**src/rtl/ddr_train_pkg.sv**
```systemverilog
// ddr_train_pkg: shared types and defaults for the DDR read-phase trainer
package ddr_train_pkg;
    localparam int PHASE_W = 3;
    typedef logic [PHASE_W-1:0] phase_t;
    typedef enum logic [3:0] {
        IDLE, WAIT_LOCK, SAMPLE, WAIT_RESULT, STEP_HI, STEP_LO, SETTLE, EVAL, MOVE, DONE, FAIL
    } state_t;
    // what WAIT_LOCK hands over to once the PLL is locked
    typedef enum logic [1:0] {M_SWEEP, M_WRAP, M_MOVE} mode_t;
endpackage

```
**src/rtl/ddr_read_phase_trainer_if.sv**
```systemverilog
// ddr_read_phase_trainer_if: comparator and clocking-block signals of the trainer
interface ddr_read_phase_trainer_if;
    import ddr_train_pkg::*;
    logic pll_locked;
    logic sample_req;
    logic sample_valid;
    logic sample_pass;
    logic phase_step;
    logic phase_updn;
    modport master (
        input  pll_locked, sample_valid, sample_pass,
        output sample_req, phase_step, phase_updn
    );
    modport slave (
        output pll_locked, sample_valid, sample_pass,
        input  sample_req, phase_step, phase_updn
    );
endinterface

```
**src/rtl/ddr_train_window_finder.sv**
```systemverilog
// ddr_train_window_finder: sequential scan for the longest circular run of ones, 2*N cycles
module ddr_train_window_finder
    import ddr_train_pkg::*;
#(
    parameter int N_PHASES = 8
) (
    input  logic                        clk,
    input  logic                        rst,
    input  logic                        start,
    input  logic [N_PHASES-1:0]         map,
    output logic                        done,
    output logic [$clog2(N_PHASES)-1:0] run_start,
    output logic [$clog2(N_PHASES):0]   run_len
);
    localparam int PW = $clog2(N_PHASES);
    localparam int LW = PW + 1;
    logic          busy, b, last;
    logic [PW:0]   idx, cur, cur_n;
    logic [PW-1:0] cs, cs_n;
    // two passes let a run crossing N-1 -> 0 be seen whole; strict '>' keeps the earliest start on ties
    always_comb begin
        b     = map[idx[PW-1:0]];
        cur_n = !b ? '0 : (cur == LW'(N_PHASES)) ? cur : cur + 1'b1;
        cs_n  = (b && cur == '0) ? idx[PW-1:0] : cs;
        last  = idx == LW'(2 * N_PHASES - 1);
    end
    always_ff @(posedge clk) begin
        if (rst) begin
            busy      <= 1'b0;
            done      <= 1'b0;
            idx       <= '0;
            cur       <= '0;
            cs        <= '0;
            run_start <= '0;
            run_len   <= '0;
        end else begin
            done <= 1'b0;
            if (start) begin
                busy      <= 1'b1;
                idx       <= '0;
                cur       <= '0;
                cs        <= '0;
                run_start <= '0;
                run_len   <= '0;
            end else if (busy) begin
                idx <= idx + 1'b1;
                cur <= cur_n;
                cs  <= cs_n;
                if (cur_n > run_len) begin
                    run_len   <= cur_n;
                    run_start <= cs_n;
                end
                if (last) begin
                    busy <= 1'b0;
                    done <= 1'b1;
                end
            end
        end
    end
endmodule

```
**src/rtl/ddr_read_phase_trainer.sv**
```systemverilog
// ddr_read_phase_trainer: sweeps PLL read phases, grades them, and steps to the widest window centre.
// Defining DDR_TRAIN_PASSMAP_EN adds the pass_map output port.
module ddr_read_phase_trainer
    import ddr_train_pkg::*;
#(
    parameter int N_PHASES          = 8,
    parameter int SAMPLES_PER_PHASE = 4,
    parameter int STEP_HIGH_CYC     = 4,
    parameter int SETTLE_CYC        = 64,
    parameter int MIN_WINDOW        = 2,
    parameter int RESULT_TIMEOUT    = 1024
) (
    input  logic                        clk,
    input  logic                        rst,
    input  logic                        start,
    ddr_read_phase_trainer_if.master    bus,
    output logic                        busy,
    output logic                        done,
    output logic                        error,
    output logic [$clog2(N_PHASES)-1:0] best_phase,
    output logic [$clog2(N_PHASES):0]   win_len
`ifdef DDR_TRAIN_PASSMAP_EN
    ,
    output logic [N_PHASES-1:0]         pass_map
`endif
);
    localparam int PW   = $clog2(N_PHASES);
    localparam int LW   = PW + 1;
    localparam int CW   = $clog2(SAMPLES_PER_PHASE + 1);
    localparam int TMAX = (RESULT_TIMEOUT > SETTLE_CYC)
                        ? ((RESULT_TIMEOUT > STEP_HIGH_CYC) ? RESULT_TIMEOUT : STEP_HIGH_CYC)
                        : ((SETTLE_CYC > STEP_HIGH_CYC) ? SETTLE_CYC : STEP_HIGH_CYC);
    localparam int TW   = $clog2(TMAX + 1);

    state_t              state, state_n;
    mode_t               mode, mode_n;
    logic [PW-1:0]       cur_phase, phase_n, nsw, nsw_n, best_n;
    logic [N_PHASES-1:0] map_q, map_n;
    logic [CW-1:0]       cnt, cnt_n;
    logic [TW-1:0]       tmr, tmr_n;
    logic [LW-1:0]       len_n, wf_len;
    logic [PW-1:0]       wf_run_start;
    logic                wf_start, wf_done;

    ddr_train_window_finder #(.N_PHASES(N_PHASES)) u_finder (
        .clk      (clk),
        .rst      (rst),
        .start    (wf_start),
        .map      (map_q),
        .done     (wf_done),
        .run_start(wf_run_start),
        .run_len  (wf_len)
    );

    assign bus.sample_req = state == SAMPLE;
    assign bus.phase_step = state == STEP_HI;
    assign bus.phase_updn = 1'b1;
    assign busy           = !(state == IDLE || state == DONE || state == FAIL);
    assign done           = state == DONE;
    assign error          = state == FAIL;
`ifdef DDR_TRAIN_PASSMAP_EN
    assign pass_map = map_q;
`endif

    always_ff @(posedge clk) begin
        if (rst) begin
            state      <= IDLE;
            mode       <= M_SWEEP;
            cur_phase  <= '0;
            map_q      <= '0;
            cnt        <= '0;
            tmr        <= '0;
            nsw        <= '0;
            best_phase <= '0;
            win_len    <= '0;
        end else begin
            state      <= state_n;
            mode       <= mode_n;
            cur_phase  <= phase_n;
            map_q      <= map_n;
            cnt        <= cnt_n;
            tmr        <= tmr_n;
            nsw        <= nsw_n;
            best_phase <= best_n;
            win_len    <= len_n;
        end
    end

    always_comb begin
        state_n  = state;
        mode_n   = mode;
        phase_n  = cur_phase;
        map_n    = map_q;
        cnt_n    = cnt;
        tmr_n    = tmr + 1'b1;
        nsw_n    = nsw;
        best_n   = best_phase;
        len_n    = win_len;
        wf_start = 1'b0;
        case (state)
            IDLE, DONE, FAIL: if (start) begin
                state_n = WAIT_LOCK;
                mode_n  = M_SWEEP;
                map_n   = '0;
                cnt_n   = '0;
                nsw_n   = '0;
                best_n  = '0;
                len_n   = '0;
            end
            WAIT_LOCK: if (bus.pll_locked) begin
                state_n  = mode == M_SWEEP ? SAMPLE : mode == M_WRAP ? EVAL : MOVE;
                wf_start = mode == M_WRAP;
            end
            SAMPLE: begin
                tmr_n   = '0;
                state_n = bus.pll_locked ? WAIT_RESULT : WAIT_LOCK;
                cnt_n   = bus.pll_locked ? cnt : '0;
            end
            WAIT_RESULT: if (!bus.pll_locked) begin
                state_n = WAIT_LOCK;
                cnt_n   = '0;
            end else if (bus.sample_valid) begin
                if (bus.sample_pass && cnt != CW'(SAMPLES_PER_PHASE - 1)) begin
                    cnt_n   = cnt + 1'b1;
                    state_n = SAMPLE;
                end else begin
                    // a failing result grades the phase at once; reaching here with pass=1 means all passed
                    map_n[cur_phase] = bus.sample_pass;
                    cnt_n            = '0;
                    nsw_n            = nsw + 1'b1;
                    tmr_n            = '0;
                    state_n          = STEP_HI;
                    mode_n           = nsw == PW'(N_PHASES - 1) ? M_WRAP : M_SWEEP;
                end
            end else if (tmr == TW'(RESULT_TIMEOUT - 2)) begin
                state_n = FAIL;
            end
            STEP_HI: if (tmr == TW'(STEP_HIGH_CYC - 1)) begin
                tmr_n   = '0;
                phase_n = cur_phase + 1'b1;
                state_n = STEP_LO;
            end
            STEP_LO: if (tmr == TW'(STEP_HIGH_CYC - 1)) begin
                tmr_n   = '0;
                state_n = SETTLE;
            end
            SETTLE: if (tmr == TW'(SETTLE_CYC - 1)) state_n = WAIT_LOCK;
            EVAL: if (wf_done) begin
                len_n = wf_len;
                if (wf_len < LW'(MIN_WINDOW)) begin
                    state_n = FAIL;
                end else begin
                    best_n  = wf_run_start + wf_len[PW:1];
                    mode_n  = M_MOVE;
                    state_n = MOVE;
                end
            end
            MOVE: begin
                tmr_n   = '0;
                state_n = cur_phase == best_phase ? DONE : STEP_HI;
            end
            default: state_n = IDLE;
        endcase
    end
endmodule

```
**src/flat_wrapper.sv**
```systemverilog
// flat-port wrapper written by rule: the top's interface ports become plain ports
module ddr_read_phase_trainer_flat import ddr_train_pkg::*;
#(
    parameter int N_PHASES          = 8,
    parameter int SAMPLES_PER_PHASE = 4,
    parameter int STEP_HIGH_CYC     = 4,
    parameter int SETTLE_CYC        = 64,
    parameter int MIN_WINDOW        = 2,
    parameter int RESULT_TIMEOUT    = 1024
)
  (clk, rst, start, busy, done, error, best_phase, win_len, bus_pll_locked, bus_sample_valid, bus_sample_pass, bus_sample_req, bus_phase_step, bus_phase_updn);
  ddr_read_phase_trainer_if bus_i ();
  input  logic clk;
  input  logic rst;
  input  logic start;
  output logic busy;
  output logic done;
  output logic error;
  output logic [$clog2(N_PHASES)-1:0] best_phase;
  output logic [$clog2(N_PHASES):0] win_len;
  input wire logic [$bits(bus_i.pll_locked)-1:0] bus_pll_locked;
  input wire logic [$bits(bus_i.sample_valid)-1:0] bus_sample_valid;
  input wire logic [$bits(bus_i.sample_pass)-1:0] bus_sample_pass;
  output wire logic [$bits(bus_i.sample_req)-1:0] bus_sample_req;
  output wire logic [$bits(bus_i.phase_step)-1:0] bus_phase_step;
  output wire logic [$bits(bus_i.phase_updn)-1:0] bus_phase_updn;
  assign bus_i.pll_locked = bus_pll_locked;
  assign bus_i.sample_valid = bus_sample_valid;
  assign bus_i.sample_pass = bus_sample_pass;
  assign bus_sample_req = bus_i.sample_req;
  assign bus_phase_step = bus_i.phase_step;
  assign bus_phase_updn = bus_i.phase_updn;
  ddr_read_phase_trainer #(.N_PHASES(N_PHASES), .SAMPLES_PER_PHASE(SAMPLES_PER_PHASE), .STEP_HIGH_CYC(STEP_HIGH_CYC), .SETTLE_CYC(SETTLE_CYC), .MIN_WINDOW(MIN_WINDOW), .RESULT_TIMEOUT(RESULT_TIMEOUT)) u_core (.clk(clk), .rst(rst), .start(start), .bus(bus_i), .busy(busy), .done(done), .error(error), .best_phase(best_phase), .win_len(win_len));
endmodule
```
**config.mk**
```make
export PLATFORM = sky130hd
export DESIGN_NAME = ddr_read_phase_trainer_flat
export DESIGN_NICKNAME = d
export VERILOG_FILES = /design/src/rtl/ddr_train_pkg.sv /design/src/rtl/ddr_read_phase_trainer_if.sv /design/src/rtl/ddr_train_window_finder.sv /design/src/rtl/ddr_read_phase_trainer.sv /design/src/flat_wrapper.sv
export SDC_FILE = /design/constraint.sdc
export NUM_CORES = 1
export LEC_CHECK = 0
export ABC_AREA = 0
export BUFFER_PORTS_ARGS = -buffer_cell sky130_fd_sc_hd__buf_2
export CORE_MARGIN = 3
export CORE_UTILIZATION = 45
export DETAILED_ROUTE_END_ITERATION = 10
export PLACE_DENSITY = 0.62
export SLEW_MARGIN = 20
export SYNTH_ARGS = -nofsm -noshare
export SYNTH_HDL_FRONTEND = slang
export SYNTH_HIERARCHICAL = 1
export SYNTH_SLANG_ARGS = --single-unit
```
**constraint.sdc**
```tcl
create_clock -name clk -period 4.1 [get_ports clk]
set_input_delay 0.205 -clock clk [delete_from_list [all_inputs] [get_ports clk]]
set_output_delay 0.205 -clock clk [all_outputs]
set_load 0.05 [all_outputs]
```
* After elaboration in Yosys (flattened, before gate mapping) *
Index checks and enable logic that the tools add are counted.

storage, ports and cells
  register bits after elaboration = 61
  input bits = 6
  output and inout port bits = 13
  logic and storage cells = 151

operators by class
  $add $sub $neg = 7
  $lt $le $gt $ge = 5
  equality and inequality tests = 32
  mux-type cells = 64
  bitwise gates (word level) = 1
  reduce and logical (&&, ||, !) cells = 26

operators with widths
  operator                                               number
  2-to-1 mux 4 bit                                       16
  2-to-1 mux 11 bit                                      4
  2-to-1 mux 3 bit                                       12
  one-hot mux 4 bit (9 select lines)                     1
  one-hot mux 11 bit (3 select lines)                    1
  2-to-1 mux 8 bit                                       4
  equality test 4 bit, second input constant             5
  equality test 4 x 3 -> 1 bit, second input constant    4
  2-to-1 mux 2 bit                                       8
  != test 2 bit, second input constant                   8
  one-hot mux 8 bit (2 select lines)                     1
  AND reduction 7 bit                                    2
  one-hot mux 3 bit (2 select lines)                     2
  adder 11 x 1 -> 11 bit, second input constant          1
  equality test 11 x 10 -> 1 bit, second input constant  1
  equality test 11 x 2 -> 1 bit, second input constant   1
  equality test 11 x 6 -> 1 bit, second input constant   1
  adder 3 x 1 -> 3 bit, second input constant            3
  2-to-1 mux 1 bit                                       9
  one-hot mux 3 bit (3 select lines)                     1
  adder 4 x 1 -> 4 bit, second input constant            2
  bitwise mux 8 bit                                      1
  equality test 4 x 2 -> 1 bit, second input constant    2
  zero test 4 bit                                        2
  30 further kinds                                       43

* Longest topological paths before layout *
  depth after elaboration = 9
  depth in mapped cells = 12

* Hierarchy *
Netlist, hierarchy kept.

by module, submodules not included
  module                   instances  cells an instance  area an instance (um2)  seq. area each (um2)
  ddr_read_phase_trainer   1          294                2377.3                  820.8
  ddr_train_window_finder  1          123                1073.5                  400.4

* Worst setup path after synthesis *
No wires, ideal clock.

  path type = register -> register
  start = reg u_core.state[2]
  end = reg u_core.cur_phase[0]
  setup time = 0.128 ns
  data arrival time = 3.012 ns
  required time = 3.972 ns
  slack = 0.960 ns
  stages on the path, launching flop included = 8
  clock period less this slack = 3.140 ns
  path through = dfxtp_1 -> clkbuf_1 -> inv_1 -> clkbuf_1 -> nor4_1 -> nand2_1 -> xor2_1 -> nor2_1

between the ends
  cells in the longest elaborated chain, start to end = 2

ends and longest elaborated chain
  what                                  line                          source
  from (decl)                           ddr_read_phase_trainer.sv:35  state_t state, state_n;
  from (signal assigned)                ddr_read_phase_trainer.sv:77  state <= state_n;
  equality test 4 x 3 -> 1 bit          --
  via bus_phase_step                    flat_wrapper.sv:25            output wire logic [$bits(bus_i.phase_step)-1:0] bus_phase_step;
  AND reduction 2 bit (no source line)  --
  to (signal assigned)                  ddr_read_phase_trainer.sv:79  cur_phase <= phase_n;
  to (decl)                             ddr_read_phase_trainer.sv:37  logic [PW-1:0] cur_phase, phase_n, nsw, nsw_n, best_n;

The timed path passes the listed nets, and every way through them passes these cells.
A chain may end at the register's enable or synchronous reset.

* Final worst setup path *
  start = reg u_core.u_finder.idx[0]
  end = reg u_core.u_finder.run_len[2]

between the ends
  cells in the longest elaborated chain, start to end = 5

ends and longest elaborated chain
  what                                    line                           source
  from (decl)                             ddr_train_window_finder.sv:18  logic [PW:0] idx, cur, cur_n;
  from (signal assigned)                  ddr_train_window_finder.sv:46  idx <= idx + 1'b1;
  binary-select mux 1 bit (select 3 bit)  ddr_train_window_finder.sv:22  b = map[idx[PW-1:0]];
  2-to-1 mux 1 bit (implied by the code)  ddr_train_window_finder.sv:22
  2-to-1 mux 4 bit                        ddr_train_window_finder.sv:23  cur_n = !b ? '0 : (cur == LW'(N_PHASES)) ? cur : cur + 1'b1;
  via u_core.u_finder.cur_n[1]            ddr_train_window_finder.sv:18
  greater-than comparator 4 bit           ddr_train_window_finder.sv:49  if (cur_n > run_len) begin
  AND reduction 2 bit (no source line)    --
  to (signal assigned)                    ddr_train_window_finder.sv:50  run_len <= cur_n;
  to (decl)                               ddr_train_window_finder.sv:13  output logic [$clog2(N_PHASES):0] run_len

The timed path passes the listed nets, and every way through them passes these cells. The select of a mux whose other input is x is not followed.

==> key figures <==
Run status
  – Status: finished clean

Die
  – Starting Density: 0.471
  – Area of the core: 0.00733 mm^2
  – Die Area: 0.00876 mm^2
  – I/O pin cnt: 19
  – DIE HEIGHT: 93.6 um
  – FP Rows: 31
  – Die Wd: 93.6 um

GRT
  – Congestion Overflow GR: 0
  – Tot GR Track Use: 0.194
  – Antenna violations before repair: 0
  – First-pass GRT wire length: 13600 um
  – Largest net degree at the start of global routing: 46
  – Vias in the first global route: 2950

Timing
  – Crit path time final: 3370 ps
  – Final-report hold violation count: 0
  – Slew of the pin with the lowest slew margin: 917 ps
  – Final setup TNS: 0 ps
  – Max Clock Skew: 6.68 ps
  – Max-slew violations: 0
  – Slew Limit Headroom: 0.388
  – # setup viols final: 0
  – Unrepaired setup endpoints after global routing: false
  – Max Clk Rate: 296 MHz
  – Final period util: 0.823

Placement
  – Count of input and output buffers: 17
  – Area of placed instances: 0.00356 mm^2
  – Placer Congestion: 0.913
  – Detail Placement HPWL: 5510 um

Layout
  – Register Area: 0.00122 mm^2
  – Layout cells sized above 1: 0.106
  – Multi-input combinational cell area: 0.00206 mm^2
  – Most frequent cells in the layout: dfxtp_1 (61), nand2_1 (37), nor2_1 (32)
  – Ant diodes: 0
  – Final instance area: 0.00375 mm^2
  – Most common cell after layout, fill and taps aside: dfxtp_1
  – Area grow syn2layout: 8.59%
  – Layout Nets: 442
  – Fill cells: 732

Clock tree
  – CTS resizes: 0
  – Worst skew pair latency: 330 ps
  – H-tree levels: 3
  – CTS Buf Count: 9
  – Hold-fix buffers, CTS: 0
  – Clock Tree Root: clkbuf_8
  – Max Buffers Root-to-Sink: 2
  – Reg clk slew, reported paths: 70 ps
  – # Post-CTS Setup Buffers: 0
  – # clock sinks: 61
  – CTS tree: yes

Route
  – Drt wl/cell: 15.0 um
  – Vias: 3017
  – Highest metal used: met4
  – Pre-Repair DR Iteration Count: 4
  – Met3 WL: 262 um
  – Met2 Routed Length: 3670 um
  – Initial DRC Count: 288
  – Vias per cell: 5.78
  – Met1 Wirelength: 3760 um
  – Final WL: 7830 um
  – Antenna-violating nets left: 0
  – DRC violations left: 0

Critical path
  – Critical Path End Type: flip-flop
  – Worst Path Arrival: 3590 ps
  – CP max stage delay: 670 ps
  – Worst Setup Path Type: flip-flop to flip-flop
  – Data required time of the critical path: 4320 ps
  – Crit path launch type: flip-flop
  – Worst Path Max Fanout: 12
  – Cell mode on critical path: nor2_1
  – Crit-path slowest cell: a21oi_1
  – CP Cell Sequence: mux2_2 > o22ai_1 > nor2_1 > and2_1 > ha_1 > nor2b_1 > o211ai_1 > a21oi_1 > mux2i_1 > nor2_1

Pwr
  – Power Density: 493 mW/mm^2
  – Leak: 1.36 nW
  – Max rail drop VDD: 0.213 mV

Synthesis
  – Yosys reg bits: 61
  – Synth Area per Inst: 8.28 um^2
  – Syn nets: 439
  – Predominant post-synthesis flop cell: dfxtp_1
  – Async S/R FF share, synth: 0
  – Synthesis Warnings: 6
  – Post-Syn Area: 0.00345 mm^2
  – Mapped Cells: 417
  – Post-synthesis sequential area ratio: 0.354
  – Cell variety after synth: 55
  – EDFF count, synth: 0

Flow run
  – Max_cap viols: 0

Worst hold path
  – HP Class: input pin to flip-flop
## per-stage QoR
| stage | utilization | std cells | hold WS (ps) | worst slack [ps] | power (mW) |
|---|---|---|---|---|---|
| 2_1_floorplan | - | 417 | 277 | 960 | 1.22 |
| 3_3_place_gp | 0.485 | 508 | 451 | 891 | 1.35 |
| 3_5_place_dp | 0.485 | 508 | 462 | 748 | 1.36 |
| 4_1_cts | 0.510 | 522 | 291 | 731 | 1.86 |
| 5_1_grt | 0.511 | 522 | 307 | 391 | 1.97 |
| 6_report | 0.511 | 522 | 310 | 727 | 1.85 |
## final timing paths
path	from	cells past startpoint	slack [ps]	end
setup / recovery	u_core/u_finder/idx[0]	10	730	u_core/u_finder/run_len[2]
hold / removal	bus_pll_locked	3	310	u_core/state[1]
setup reg to reg	u_core/u_finder/idx[0]	10	730	u_core/u_finder/run_len[2]
hold reg to reg	u_core/win_len[1]	2	460	u_core/win_len[1]
## power breakdown
part	internal (mW)	switching [mW]
logic	0.209	0.425
registers	0.627	0.0923
clock network	0.278	0.218
## routing by layer
layer	up-vias	GRT usage
li1	1512	-
met1	1433	0.258
met2	56	0.308
met3	16	0.0338
met4	0	0.0818
met5	-	0
## logic make-up after synthesis
family                   count (synthesis)  synth area share
AO/OA/AOI/OAI                          102             0.191
XOR/XNOR                                22            0.0558
adder cells (fa/ha/maj)                 16            0.0602
buffers and inverters                   43            0.0504
flip-flops                              61             0.354
multiplexers                            19            0.0566
other                                    1           0.00109
AND/OR/NAND/NOR                        153             0.231
## critical path: cells and delay by family (launching register included)
family | cells | cell delay [ps]
flip-flops | 1 | 550
AND/OR/NAND/NOR | 4 | 600
adder cells (fa/ha/maj) | 1 | 280
AO/OA/AOI/OAI | 3 | 1180
multiplexers | 2 | 650
## flip-flops by register name, indices dropped and copies added, names as in the netlist, 4 cells and up
name / flops
u_core/map_q: 8
u_core/tmr: 11
u_core/u_finder/cur: 4
u_core/win_len: 4
u_core/u_finder/idx: 4
u_core/state: 4
u_core/u_finder/run_len: 4
## Yosys cell counts (all sizes together) (2+ instances only)
cell	n	area share
nand3	22	0.032
o22ai	2	0.0036
buf	7	0.011
nand3b	5	0.011
nand2	37	0.040
a211oi	23	0.050
ha	15	0.054
and3	2	0.0036
dfxtp	61	0.35
and4	2	0.0054
nor2	32	0.035
xnor2	12	0.030
mux2	4	0.013
and2	2	0.0036
inv	17	0.018
a31oi	6	0.011
o31ai	5	0.011
or2	3	0.0054
clkbuf	19	0.021
xor2	10	0.025
or4	3	0.0076
o32ai	2	0.0051
a21oi	30	0.044
nand4	6	0.011
o21ai	17	0.025
o211ai	2	0.0043
a22oi	3	0.0065
nor3	10	0.015
o32a	2	0.0058
nand2b	13	0.024
mux2i	15	0.044
nor2b	6	0.011
nor4	6	0.015
## area by class of cell
class | instances | share of cell area
multi-input cells | 313 | 0.550
inverters | 17 | 0.0170
repair buffers | 18 | 0.0247
clock buffers | 13 | 0.0477
flip-flops and latches | 61 | 0.326
well taps | 99 | 0.0331
clock inverters | 1 | 0.00134
Power figures use the tool's default switching activity.
